## src/rtl/inst_queue.sv

```systemverilog
// Dual-issue instruction queue between fetch and decode: a circular buffer
// accepting up to two entries and releasing up to two entries per cycle.
module inst_queue #(
  parameter int DEPTH = 8
) (
  input  logic                     clk,
  input  logic                     reset,
  input  logic                     flush,
  input  logic                     in_valid_1,
  input  logic                     in_valid_2,
  input  logic [31:0]              in_pc_1,
  input  logic [31:0]              in_pc_2,
  input  logic [31:0]              in_instr_1,
  input  logic [31:0]              in_instr_2,
  input  logic                     in_adel_1,
  input  logic                     in_adel_2,
  output logic                     in_ready,
  output logic                     out_valid_1,
  output logic                     out_valid_2,
  output logic [31:0]              out_pc_1,
  output logic [31:0]              out_pc_2,
  output logic [31:0]              out_instr_1,
  output logic [31:0]              out_instr_2,
  output logic                     out_adel_1,
  output logic                     out_adel_2,
  input  logic                     deq_1,
  input  logic                     deq_2,
  output logic [$clog2(DEPTH):0]   count
);

  localparam int AW = $clog2(DEPTH);
  localparam int CW = AW + 1;
  localparam logic [CW-1:0] READY_MAX = CW'(DEPTH - 2);

  logic [31:0]   pc_mem_q    [DEPTH];
  logic [31:0]   instr_mem_q [DEPTH];
  logic          adel_mem_q  [DEPTH];

  logic [AW-1:0] head_q, head_d;
  logic [AW-1:0] tail_q, tail_d;
  logic [CW-1:0] count_q, count_d;
  logic [AW-1:0] head_p1, tail_p1;
  logic [1:0]    nenq, ndeq;

  assign head_p1 = head_q + AW'(1);
  assign tail_p1 = tail_q + AW'(1);

  // Readiness looks only at registered occupancy so fetch never depends on decode.
  assign in_ready    = (count_q <= READY_MAX);
  assign out_valid_1 = (count_q != '0);
  assign out_valid_2 = (count_q >= CW'(2));
  assign count       = count_q;

  assign out_pc_1    = pc_mem_q[head_q];
  assign out_pc_2    = pc_mem_q[head_p1];
  assign out_instr_1 = instr_mem_q[head_q];
  assign out_instr_2 = instr_mem_q[head_p1];
  assign out_adel_1  = adel_mem_q[head_q];
  assign out_adel_2  = adel_mem_q[head_p1];

  always_comb begin
    nenq = 2'd0;
    if (in_valid_1 && in_ready) begin
      nenq = in_valid_2 ? 2'd2 : 2'd1;
    end
    ndeq = 2'd0;
    if (deq_1 && out_valid_1) begin
      ndeq = (deq_2 && out_valid_2) ? 2'd2 : 2'd1;
    end
    head_d  = head_q + AW'(ndeq);
    tail_d  = tail_q + AW'(nenq);
    count_d = count_q + CW'(nenq) - CW'(ndeq);
    if (flush) begin
      head_d  = '0;
      tail_d  = '0;
      count_d = '0;
    end
  end

  always_ff @(posedge clk) begin
    if (reset) begin
      head_q  <= '0;
      tail_q  <= '0;
      count_q <= '0;
    end else begin
      head_q  <= head_d;
      tail_q  <= tail_d;
      count_q <= count_d;
    end
  end

  // Storage has no reset; stale contents are masked by out_valid.
  always_ff @(posedge clk) begin
    if (!reset && !flush) begin
      if (nenq != 2'd0) begin
        pc_mem_q[tail_q]    <= in_pc_1;
        instr_mem_q[tail_q] <= in_instr_1;
        adel_mem_q[tail_q]  <= in_adel_1;
      end
      if (nenq == 2'd2) begin
        pc_mem_q[tail_p1]    <= in_pc_2;
        instr_mem_q[tail_p1] <= in_instr_2;
        adel_mem_q[tail_p1]  <= in_adel_2;
      end
    end
  end

endmodule

```

## config.mk

```make
export PLATFORM = sky130hd
export DESIGN_NAME = inst_queue
export DESIGN_NICKNAME = d
export VERILOG_FILES = /design/src/rtl/inst_queue.sv
export SDC_FILE = /design/constraint.sdc
export NUM_CORES = 1
export LEC_CHECK = 0
export BUFFER_PORTS_ARGS = -buffer_cell sky130_fd_sc_hd__buf_2
export CORE_MARGIN = 3
export CORE_UTILIZATION = 38
export DETAILED_ROUTE_END_ITERATION = 6
export GPL_TIMING_DRIVEN = 0
export SLEW_MARGIN = 20
export SYNTH_ARGS = -nofsm -noshare
export SYNTH_HDL_FRONTEND = slang
export SYNTH_SLANG_ARGS = --single-unit
export TNS_END_PERCENT = 5
```

## constraint.sdc

```tcl
create_clock -name clk -period 6.09 [get_ports clk]
set_input_delay 1.218 -clock clk [delete_from_list [all_inputs] [get_ports clk]]
set_output_delay 1.218 -clock clk [all_outputs]
set_load 0.03 [all_outputs]
```

# == After elaboration in Yosys (flattened, before gate mapping) ==
# Memories as Yosys holds them, arrays and structs flattened. A register that Yosys moved wholly into a read port is not among the register bits.
# Cells that the tools add are included.
# totals
register_bits,10
ram_bits,520
input_bits,137
output_inout_bits,137
wordCells,37
mem_count,3
# mem_list
memory,words,width,read_ports,rd_clocked_by_memory_dff,write_ports,line,source
instr_mem_q,8,32,2,1,2,36,logic [31:0] instr_mem_q [DEPTH];
pc_mem_q,8,32,2,1,2,35,logic [31:0] pc_mem_q [DEPTH];
adel_mem_q,8,1,2,1,2,37,logic adel_mem_q [DEPTH];
# op_classes
add_sub_neg,6
n_lt_le_gt_ge,2
eq_ne,1
n_mux,13
reduce_logical,9
# ops
op,count
$mux 3,3
$mux 2,4
$add 3x1->3 const B,2
$add 3x2->3,2
$mux 1,6
$add 4x2->4,1
$ge 4x2->1 const B,1
$le 4x3->1 const B,1
$logic_and 1x1->1,4
$reduce_bool 4->1,1
$sub 4x2->4,1
$eq 2x2->1 const B,1
$logic_not 1->1,2
$reduce_bool 2->1,1
$reduce_or 2->1,1

# == Depth between registers and ports, before layout ==
# Gate-level depths: netlist (run 1).
# logic_depth
word_depth,7
mapped_depth,12
mapped_depth_nobuf,12

# == Worst setup path after synthesis (run 1) ==
# OpenSTA, ideal clock, no wires.
# synth_timing
kind,input-to-reg
start,input flush
end,"memory adel_mem_q[5], enable pin"
setup_time_ps,509
t_arrival_ps,5041
t_required_ps,5581
setup_slack_ps,540
stages,4
n_path_buf,0
cell_sequence,nor4b_2 and2_1 nand2_1 a21oi_1
# synth_lines
item,line,source
from (decl),8,"input logic flush,"
to (decl),37,

==> Flow_metrics.wiki, run 1 <==
{| class="wikitable"
! Metric !! Value
|-
| Aggregate routed wire length || roughly 97000 um
|-
| Count of unique library cells instantiated by Yosys || 40
|-
| Final std cells w/o fill || about 3200
|-
| WS Path Type || flop to output pin
|-
| Internal power || approximately 7.3 mW
|-
| Synthesized area per cell || 18.6 um2
|-
| Site row count || roughly 100
|-
| Buffers from clock root to sink, at most || 3
|-
| Hold Path Class || flop to flop
|-
| Leading cell type in the layout, fill and taps excluded || edfxtp_1
|-
| Remaining global-route overflow || 0
|-
| Worst rel slew slack || 0.266
|-
| Worst Setup End Kind || output pin
|-
| Clock tree skew after final layout || 0.00904 ns
|-
| Clock tree from TritonCTS || yes
|-
| Worst r2r src || tail_q[0]
|-
| Area of the core || around 80000 um2
|-
| Fraction of final layout cells with drive strength greater than 1 || 0.660
|-
| Number of remaining DRC errors || 0
|-
| Initial antenna violation count || 25
|-
| Antenna violation net count after detailed routing || 0
|-
| Cell with the most instances on the worst path || buf_2
|-
| CTS root buf || clkbuf_16
|-
| Number of buffers inserted to repair setup after CTS || 0
|-
| Instance count after placement with tap cells included || roughly 3000
|-
| IR Drop Worst-Case VDD || 271 uV
|-
| Number of global-route vias before repair || 19600
|-
| Worst flop-to-flop path endpoint || pc_mem_q[5][4]
|-
| Slowest stage cell, crit path || clkbuf_1
|-
| Hold-fix buffers at CTS || 0
|-
| Overall die area || 85100 um2
|-
| CP arrival || 4.25 ns
|-
| Final net count || 2189
|-
| Count of pins on the block boundary || ~270
|-
| FF-to-FF path depth || 7
|-
| Clk network pwr share || 0.350
|-
| Die Span Y || 292 um
|-
| Outcome || completed
|-
| Cell area after layout || between 30000 and 40000 um2
|-
| Number of I/O port buffers || roughly 270
|-
| Vias per Instance || 5.79
|-
| Sequence of cells on the critical path || clkbuf_1, buf_2, clkbuf_1, buf_2, mux4_2, mux2_2, buf_2
|-
| Reg power frac || 0.401
|-
| Finish-stage setup viols || 0
|-
| Detailed-router iteration count before antenna repair || 5
|-
| Min Tclk post-route || around 5.5 ns
|-
| Number of clock sinks || 530
|-
| Number of violations reported at the end of detailed-routing iteration 0 || 1499
|-
| Final period util || 0.897
|-
| Post-Syn Nets || 1819
|-
| Power after layout || between 10 and 15 mW
|-
| Setup Total Neg Slack || 0 ns
|-
| Sw frac || 0.288
|-
| Max_cap viols || 0
|-
| Largest fanout on the critical path || 10
|-
| # H-tree levels || 2
|-
| Standby leakage power || between 10 and 15 nW
|-
| Synth warnings || 0
|-
| Synthesized cell area || 31000 um2
|-
| Worst reg-to-reg setup slack || 3.04 ns
|-
| Comb power frac || 0.249
|-
| Post-CTS sizing || 0
|-
| Total GRT Usage || 0.226
|-
| Maximum number of pins on one net before global-route repair || 19
|-
| Layout overhead on the synthesized area || 18.1%
|-
| Post-Synthesis Cells || 1668
|-
| Max stage delay on crit path || 0.78 ns
|-
| Startpoint of the worst hold path || head_q[0]
|-
| Routed wirelength normalized by instance count || 30.7 um
|-
| Worst hold endpoint || head_q[0]
|-
| Setup repair after global routing missed its margin || no
|-
| Critical path launch point type || flop
|-
| DR vias || between 15000 and 20000
|-
| Last weighted congestion value of the routability-driven placer || 0.770
|-
| Fin. Hold Viols || 0
|-
| Synth Register Bits || 530
|-
| Post-DP HPWL || 65000 um
|-
| Kind of cell with the highest combined delay on the critical path || buffers and inverters
|-
| Number of cells traversed by the worst hold path || 2
|-
| Clk pin slew, worst setup/hold paths || roughly 0.060 ns
|-
| Starting density of the core || 0.385
|-
| Number of buffers added by the clock tree synthesis step || 58
|-
| Crit path required time || 4.87 ns
|-
| Total placed instance area || 34700 um2
|-
| Source-to-sink clock delay at the later pin of the worst-skew pair || 0.61 ns
|-
| Leading cell types in the layout, fill and taps excluded || 520 x edfxtp_1, 515 x mux2_2, 325 x buf_2
|-
| Power density of the placed cells || 280 nW/um2
|-
| Global-route wire length before repair || roughly 140000 um
|-
| Final Max Slew Viols || 0
|-
| Horiz. Die Dim || 292 um
|-
| Net load switching power || 2.95 mW
|-
| Peak Freq || between 150 and 200 MHz
|-
| Measured slew at the worst slew-check pin || 1.10 ns
|-
| CP bufs+invs || 5
|-
| Sequential-to-total area share from yosys stat || 0.510
|}
flip-flops by register name, summed over array words and instances (netlist names):
register,flops
pc_mem_q,256
instr_mem_q,256
tail_q,3
count,4
adel_mem_q,8
head_q,3
worst max-delay path by stage:
stage	cells past startpoint	startpoint	end	slack, ns
2_1_floorplan	4	flush	adel_mem_q[5]	0.54
3_3_place_gp	5	flush	pc_mem_q[5][8]	-4.44
3_5_place_dp	7	head_q[0]	out_instr_1[0]	1.15
4_1_cts	7	head_q[0]	out_instr_1[0]	0.48
5_1_grt	7	head_q[0]	out_instr_1[0]	0.36
6_report	7	head_q[0]	out_instr_1[0]	0.63
cell usage after synthesis, drive strengths merged:
cell    number  area, um2
mux2       651       7710
edfxtp     520      15600
mux4       260       5860
buf         99        807
clkbuf      32        120
nor2        13       48.8
inv         12       45.0
dfxtp       10        200
ha          10        125
and2         8       51.3
nand2        7       26.3
nand3        7       35.0
nor3         6       62.6
xnor2        5       51.3
a21oi        4       20.0
fa           4       80.1
a32oi        3       26.3
a22oi        2       15.0
and3         2       12.5
mux2i        2       32.5
nand4        2       12.5
nor2b        2       12.5
or2          2       12.5
xor2         2       25.0
a21o         1       7.51
nor4b        1       15.0
or3          1       11.3
cell type report:
cell class / instances / area (um2)
fillers: 7001 / 44000
flip-flops and latches: 530 / 15800
multi-input cells: 995 / 14300
repair buffers: 310 / 2250
clock buffers: 75 / 1580
well taps: 1060 / 1330
plain buffers: 131 / 931
clock inverters: 28 / 324
diodes: 23 / 57.6
inverters: 12 / 45.0
power by group through the flow:
stage          logic [mW]  clock network, mW  registers, mW
2_1_floorplan        1.70                  0           4.20
5_1_grt              2.71               3.79           4.12
4_1_cts              2.58               3.66           4.11
3_5_place_dp         2.57                  0           4.19
6_report             2.55               3.59           4.11
3_3_place_gp         2.50                  0           4.20
stage by stage:
step,worst slack [ns],util,hold slack [ns]
6_report,0.625,0.454,0.682
5_1_grt,0.362,0.454,0.732
4_1_cts,0.477,0.454,0.695
3_5_place_dp,1.15,0.430,0.680
3_3_place_gp,-4.44,0.418,0.650
2_1_floorplan,0.540,-,0.578
metal layers:
| layer | vias to the layer above | GRT usage | share of wire | wire length (um) |
|---|---|---|---|---|
| met4 | 6 | 0.0589 | 0.022 | 2150 |
| met5 | - | 0 | 0.00034 | 33 |
| met1 | 9660 | 0.306 | 0.42 | 41000 |
| met2 | 724 | 0.371 | 0.49 | 47400 |
| li1 | 7772 | - | - | - |
| met3 | 147 | 0.0462 | 0.068 | 6630 |
tightest hold or removal path, delay by kind of cell, from the launching register on:
family	cells	cell delay, ns
DFF	1	0.39
and+or+nand+nor	1	0.11
adders and majority gates	1	0.15
kinds of logic (layout without fill, tap and decap cells):
logic type | after synthesis | in the layout | synth area share
compound gates | 10 | 10 | 0.00222
mux | 913 | 913 | 0.438
buf+inv | 143 | 556 | 0.0313
flops | 530 | 530 | 0.510
other cells | 0 | 23 | 0
xor+xnor | 7 | 7 | 0.00246
fa+ha+maj | 14 | 14 | 0.00661
simple gates | 51 | 51 | 0.00968
Power figures use the tool's default switching activity.
==> inputs of run 2 (changes only) <==
--- a/config.mk
+++ b/config.mk
@@ -7,9 +7,10 @@
 export LEC_CHECK = 0
 export BUFFER_PORTS_ARGS = -buffer_cell sky130_fd_sc_hd__buf_2
 export CORE_MARGIN = 3
-export CORE_UTILIZATION = 38
+export CORE_UTILIZATION = 60
 export DETAILED_ROUTE_END_ITERATION = 6
 export GPL_TIMING_DRIVEN = 0
+export PLACE_DENSITY = 0.8
 export SLEW_MARGIN = 20
 export SYNTH_ARGS = -nofsm -noshare
 export SYNTH_HDL_FRONTEND = slang
==> run 2 against run 1 <==
First-iteration DRC count grew 40%; via count grew 3.1%; setup slack gained 0.20 ns; register-to-register slack gained 0.09 ns; fmax grew 3.9%; sequential power is essentially flat; flip-flop and latch count is the same; final area shrank 2.0%; clock power shrank 8.4%; core utilization grew 26 points; clock skew grew 0.012 ns; highest routed layer unchanged.
==> Flow_metrics.wiki, run 2 (same netlist as run 1, synthesis figures left out) <==
{| class="wikitable"
! Metric !! Value
|-
| Aggregate routed wire length || 85800 um (-12%)
|-
| Final period util || 0.864 (-0.0333)
|-
| Final net count || 2185 (-0.18%)
|-
| Buffers from clock root to sink, at most || 3 (unchanged)
|-
| Global-route wire length before repair || 126000 um (-9.5%)
|-
| Final Max Slew Viols || 0 (unchanged)
|-
| Instance count after placement with tap cells included || 2647 (-13%)
|-
| Finish-stage setup viols || 0 (unchanged)
|-
| Number of buffers inserted to repair setup after CTS || 0 (unchanged)
|-
| Max_cap viols || 0 (unchanged)
|-
| Clock tree skew after final layout || 0.0208 ns (+0.0117 ns)
|-
| Leading cell type in the layout, fill and taps excluded || edfxtp_1
|-
| Min Tclk post-route || 5.26 ns (-0.203 ns)
|-
| Post-DP HPWL || 57000 um (-12%)
|-
| Maximum number of pins on one net before global-route repair || 20 (+1)
|-
| Net load switching power || 2.90 mW (-1.7%)
|-
| Clock tree from TritonCTS || yes
|-
| Starting density of the core || 0.614 (+0.229)
|-
| Site row count || 82 (-21%)
|-
| Hold Path Class || flop to flop
|-
| Source-to-sink clock delay at the later pin of the worst-skew pair || 0.62 ns (about the same)
|-
| Clk pin slew, worst setup/hold paths || 0.06 ns (about the same)
|-
| Fin. Hold Viols || 0 (unchanged)
|-
| Internal power || 7.00 mW (-4.1%)
|-
| Crit path required time || 4.87 ns (about the same)
|-
| Total placed instance area || 34100 um2 (-1.6%)
|-
| Largest fanout on the critical path || 10 (unchanged)
|-
| Antenna violation net count after detailed routing || 0 (unchanged)
|-
| Reg area || 15800 um2 (unchanged)
|-
| Outcome || completed
|-
| WS Path Type || flop to output pin
|-
| IR Drop Worst-Case VDD || 361 uV (+33%)
|-
| CTS root buf || clkbuf_16
|-
| Power density of the placed cells || 276 nW/um2 (-1.4%)
|-
| CP arrival || 4.04 ns (-0.21 ns)
|-
| Area of the core || 50600 um2 (-37%)
|-
| Count of pins on the block boundary || 274 (unchanged)
|-
| Setup repair after global routing missed its margin || no
|-
| Number of violations reported at the end of detailed-routing iteration 0 || 2096 (+40%)
|-
| Leading registers by flop count || instr_mem_q (256), pc_mem_q (256), adel_mem_q (8)
|-
| Overall die area || 54500 um2 (-36%)
|-
| Detailed-router iteration count before antenna repair || 5 (unchanged)
|-
| Number of global-route vias before repair || 19600 (-0.010%)
|-
| Worst Hold Slack || 0.669 ns (-0.0133 ns)
|-
| Fraction of final layout cells with drive strength greater than 1 || 0.661 (about the same)
|-
| Number of clock sinks || 530 (unchanged)
|-
| Critical path launch point type || flop
|-
| DR vias || 18900 (+3.1%)
|-
| Leading cell types in the layout, fill and taps excluded || 520 x edfxtp_1, 515 x mux2_2, 323 x buf_2
|-
| Layout overhead on the synthesized area || 15.7%
|-
| Number of inserted filler cells in the final layout || 3203 (-54%)
|-
| Number of remaining DRC errors || 0 (unchanged)
|-
| Clk network pwr share || 0.333 (-0.017)
|-
| Comb power frac || 0.251 (+0.002)
|-
| Worst rel slew slack || 0.333 (+0.0673)
|-
| Initial antenna violation count || 20 (-20%)
|-
| Post-CTS sizing || 0 (unchanged)
|-
| Remaining global-route overflow || 0 (unchanged)
|-
| Sw frac || 0.293 (+0.00495)
|-
| Standby leakage power || 12.1 nW (-0.77%)
|-
| Horiz. Die Dim || 233 um (-20%)
|-
| Cell area after layout || 35900 um2 (-2.0%)
|-
| Footprint of the multi-input gates || 14300 um2 (unchanged)
|-
| Routed wirelength normalized by instance count || 31.1 um (+1.1%)
|-
| Final std cells w/o fill || 2763 (-13%)
|-
| Die Span Y || 233 um (-20%)
|-
| Measured slew at the worst slew-check pin || 1.00 ns (-0.101 ns)
|-
| Worst Setup End Kind || output pin
|-
| Total GRT Usage || 0.317 (+0.0917)
|-
| Vias per Instance || 6.83 (+18%)
|-
| Reg power frac || 0.416 (+0.015)
|-
| Hold-fix buffers at CTS || 0 (unchanged)
|-
| Last weighted congestion value of the routability-driven placer || 0.815 (+5.9%)
|-
| # H-tree levels || 2 (unchanged)
|-
| Number of buffers added by the clock tree synthesis step || 57 (-1.7%)
|-
| Peak Freq || 190 MHz (+3.9%)
|-
| Number of I/O port buffers || 273 (unchanged)
|}
==> run 2: cell count changes in the layout (fill, tap and decap cells not counted), sizes merged <==
cell | previous run | this run
buf | 408 | 405
bufinv | 8 | 3
clkinv | 19 | 29
clkinvlp | 1 | 0
inv | 12 | 13
diode | 23 | 12
clkbuf | 108 | 104
==> run 2: per-stage QoR <==
step                TNS [ns]   util  worst slack [ns]  total power, mW
global route               0  0.710             0.744             10.2
detailed placement         0  0.675              1.62             6.67
finish                     0  0.710             0.828             9.90
CTS                        0  0.709             0.940             9.93
floorplan                  0      -             0.540             5.91
global placement    -1418.10  0.657             -3.43             6.61
==> run 2: area by class of cell <==
type                    count  share of cell area
flip-flops and latches    530               0.441
multi-input cells         995               0.399
repair buffers            307              0.0609
clock buffers              71              0.0415
plain buffers             131              0.0259
well taps                 672              0.0234
clock inverters            33             0.00701
inverters                  12             0.00125
diodes                     12            0.000836
==> run 2: per-layer routing <==
metal | track usage | vias up | routed length [um]
met5 | 0 | - | 106
met4 | 0.121 | 18 | 2920
met1 | 0.430 | 9811 | 32400
met2 | 0.511 | 1105 | 42300
met3 | 0.0660 | 194 | 8150
li1 | - | 7753 | -
==> run 2: path summary, 6_finish.rpt <==
check	slack (ns)	startpoint	depth (start not counted)	end
worst max-delay path	0.83	head_q[0]	7	out_instr_1[0]
worst min register to register	0.67	head_q[0]	2	head_q[0]
worst min-delay path	0.67	head_q[0]	2	head_q[0]
worst max register to register	3.13	tail_q[0]	7	instr_mem_q[5][27]
==> run 2: worst max-delay path, cell delays in order (launching register included) <==
cell      delay, ns
dfxtp_1        0.39
clkbuf_1       0.53
buf_2          0.43
clkbuf_1       0.66
buf_2          0.51
mux4_2         0.36
mux2_2         0.33
buf_2          0.19
==> run 2: power by group through the flow <==
stage | clock network, mW | registers, mW | logic (mW)
global route | 3.47 | 4.12 | 2.62
finish | 3.29 | 4.12 | 2.49
CTS | 3.32 | 4.12 | 2.49
global placement | 0 | 4.20 | 2.40
floorplan | 0 | 4.20 | 1.70
detailed placement | 0 | 4.19 | 2.47
==> inputs of run 3 (changes only) <==
--- a/config.mk
+++ b/config.mk
@@ -7,10 +7,10 @@
 export LEC_CHECK = 0
 export BUFFER_PORTS_ARGS = -buffer_cell sky130_fd_sc_hd__buf_2
 export CORE_MARGIN = 3
-export CORE_UTILIZATION = 60
+export CORE_UTILIZATION = 55
 export DETAILED_ROUTE_END_ITERATION = 6
 export GPL_TIMING_DRIVEN = 0
-export PLACE_DENSITY = 0.8
+export PLACE_DENSITY = 0.77
 export SLEW_MARGIN = 20
 export SYNTH_ARGS = -nofsm -noshare
 export SYNTH_HDL_FRONTEND = slang
==> constraint.sdc (replaced) <==
create_clock -name clk -period 4.4 [get_ports clk]
set_input_delay 0.88 -clock clk [delete_from_list [all_inputs] [get_ports clk]]
set_output_delay 0.88 -clock clk [all_outputs]
set_load 0.03 [all_outputs]
==> run 3 against run 2 <==
The flow now finishes with violations (design-rule violations); combinational power grew 39%; sequential power is 38% higher; non-clock buffer count is 2 lower; core utilization decreased by 6.0 points; sequential share of layout area is 0.10 points lower; clock power grew 38%; via count is 1.0% lower.
==> Flow_metrics.wiki, run 3 (same netlist as run 1, synthesis figures left out) <==
{| class="wikitable"
! Metric !! Value
|-
| Leading registers by flop count || instr_mem_q (256), pc_mem_q (256), adel_mem_q (8)
|-
| Internal power || 9.71 mW (+39%)
|-
| Cell with the most instances on the worst path || buf_2
|-
| Violated checks || design-rule violations
|-
| Instance count after placement with tap cells included || 2721 (+2.8%)
|-
| Leading cell type in the layout, fill and taps excluded || edfxtp_1
|-
| Max_cap viols || 0 (unchanged)
|-
| IR Drop Worst-Case VDD || 408 uV (+13%)
|-
| Die Span Y || 244 um (+4.3%)
|-
| Clock tree from TritonCTS || yes
|-
| Overall die area || 59300 um2 (+8.9%)
|-
| Number of global-route vias before repair || 19700 (+0.32%)
|-
| Count of pins on the block boundary || 274 (unchanged)
|-
| Footprint of the multi-input gates || 14300 um2 (unchanged)
|-
| Clk pin slew, worst setup/hold paths || 0.06 ns (about the same)
|-
| CP bufs+invs || 4 (-1)
|-
| Reg power frac || 0.416 (about the same)
|-
| Min Tclk post-route || 4.35 ns
|-
| # H-tree levels || 2 (unchanged)
|-
| Initial antenna violation count || 22 (+10%)
|-
| Leading cell types in the layout, fill and taps excluded || 520 x edfxtp_1, 515 x mux2_2, 322 x buf_2
|-
| Final Max Slew Viols || 0 (unchanged)
|-
| Cell area after layout || 36000 um2 (+0.23%)
|-
| Number of buffers added by the clock tree synthesis step || 55 (-3.5%)
|-
| Crit path required time || 3.52 ns (-1.35 ns)
|-
| DR vias || 18700 (-1.0%)
|-
| Detailed-router iteration count before antenna repair || 7 (+2)
|-
| Source-to-sink clock delay at the later pin of the worst-skew pair || 0.61 ns (about the same)
|-
| Comb power frac || 0.253 (+0.002)
|-
| Finish-stage setup viols || 0 (unchanged)
|-
| Worst-case setup margin in the final layout || 0.0540 ns (-0.774 ns)
|-
| Kind of cell with the highest combined delay on the critical path || buffers and inverters
|-
| Global-route wire length before repair || 129000 um (+2.5%)
|-
| Fraction of final layout cells with drive strength greater than 1 || 0.670 (+0.00883)
|-
| CP arrival || 3.47 ns (-0.57 ns)
|-
| Largest fanout on the critical path || 10 (unchanged)
|-
| Site row count || 86 (+4.9%)
|-
| Buffers from clock root to sink, at most || 3 (unchanged)
|-
| Routed wirelength normalized by instance count || 31.0 um (-0.17%)
|-
| Worst slack, placed || 0.135 ns (-1.48 ns)
|-
| Starting density of the core || 0.560 (-0.0535)
|-
| Remaining global-route overflow || 0 (unchanged)
|-
| Measured slew at the worst slew-check pin || 1.04 ns (+0.0363 ns)
|-
| Last weighted congestion value of the routability-driven placer || 0.794 (-2.6%)
|-
| Total placed instance area || 34200 um2 (+0.25%)
|-
| Final net count || 2181 (-0.18%)
|-
| Clk network pwr share || 0.332 (about the same)
|-
| Peak Freq || 230 MHz
|-
| Standby leakage power || 12.1 nW (+0.34%)
|-
| Antenna violation net count after detailed routing || 0 (unchanged)
|-
| Hold Path Class || primary input to flop
|-
| Sequence of cells on the critical path || clkbuf_2, buf_2, clkbuf_1, mux4_2, mux2_2, buf_2
|-
| Power density of the placed cells || 381 nW/um2 (+38%)
|-
| Outcome || complete, but fails checks
|-
| Sw frac || 0.292 (-0.00113)
|-
| Number of violations reported at the end of detailed-routing iteration 0 || 2271 (+8.3%)
|-
| Horiz. Die Dim || 244 um (+4.3%)
|-
| Setup repair after global routing missed its margin || yes
|-
| Area of the core || 55400 um2 (+9.6%)
|-
| Net load switching power || 4.00 mW (+38%)
|-
| Worst rel slew slack || 0.309 (-0.0242)
|-
| Post-DP HPWL || 58400 um (+2.4%)
|-
| Number of clock sinks || 530 (unchanged)
|-
| Aggregate routed wire length || 87800 um (+2.3%)
|-
| Final period util || 0.988
|-
| Vias per Instance || 6.60 (-3.4%)
|-
| Number of remaining DRC errors || 1 (+1)
|-
| CTS root buf || clkbuf_16
|-
| Maximum number of pins on one net before global-route repair || 20 (unchanged)
|-
| Worst Setup End Kind || output pin
|-
| Fin. Hold Viols || 0 (unchanged)
|-
| WS Path Type || flop to output pin
|-
| Number of inserted filler cells in the final layout || 3798 (+19%)
|-
| Slowest stage cell, crit path || clkbuf_1
|-
| Critical path launch point type || flop
|-
| Number of I/O port buffers || 273 (unchanged)
|-
| Max stage delay on crit path || 0.75 ns (+0.09 ns)
|-
| Layout overhead on the synthesized area || 16.0%
|-
| Total GRT Usage || 0.295 (-0.0222)
|-
| Final std cells w/o fill || 2831 (+2.5%)
|-
| Reg area || 15800 um2 (unchanged)
|-
| Clock tree skew after final layout || 0.0250 ns (+0.00425 ns)
|}
-- run 3: changes by cell type in the layout (fill, tap and decap cells not counted), moves of 2 or more --
cell and change:
buf_8 -3, clkinv_8 -2, clkbuf_4 +2, clkinv_2 -2, clkbuf_2 +17, clkbuf_1 -19
buf_16 +2
-- run 3: power groups by stage --
stage,combinational [mW],sequential [mW],clock [mW]
2_1_floorplan,2.36,5.82,0
3_3_place_gp,3.34,5.82,0
3_5_place_dp,3.46,5.80,0
4_1_cts,3.48,5.70,4.59
5_1_grt,3.66,5.70,4.78
6_report,3.47,5.70,4.55
-- run 3: metrics by stage --
step                hold WS [ns]  TNS (ns)  utilization  power, mW
floorplan                  0.578   -211.69            -       8.18
global placement           0.644  -2011.17        0.602       9.16
detailed placement         0.656         0        0.617       9.26
CTS                        0.623         0        0.649       13.8
global route               0.645    -0.334        0.649       14.1
finish                     0.654         0        0.649       13.7
-- run 3: layer usage --
metal | track usage | vias to the layer above | routed length (um)
met5 | 0 | - | 175
met4 | 0.0837 | 24 | 2310
met2 | 0.485 | 989 | 43300
met1 | 0.398 | 9748 | 34100
met3 | 0.0688 | 190 | 7930
li1 | - | 7738 | -
-- run 3: area by class of cell --
type	instances	area share
Antenna cell	12	0.000835
Clock inverter	29	0.00654
Multi-Input combinational cell	995	0.398
Buffer	131	0.0267
Timing Repair Buffer	305	0.0604
Tap cell	748	0.0260
Inverter	12	0.00125
Clock buffer	69	0.0409
Sequential cell	530	0.440
-- run 3: repair_timing --
action	CTS	global route
setup buffers	0	0
resized for setup	15	13
hold buffers	0	0
setup endpoints to repair	130	56
-- run 3: worst paths after layout --
kind / slack, ns / to / cells past startpoint / start
worst max-delay path: 0.05 / out_instr_1[0] / 6 / head_q[0]
worst min-delay path: 0.65 / pc_mem_q[5][18] / 2 / in_pc_2[18]
worst max register to register: 1.42 / instr_mem_q[2][27] / 7 / tail_q[0]
worst min register to register: 0.68 / head_q[0] / 2 / head_q[0]
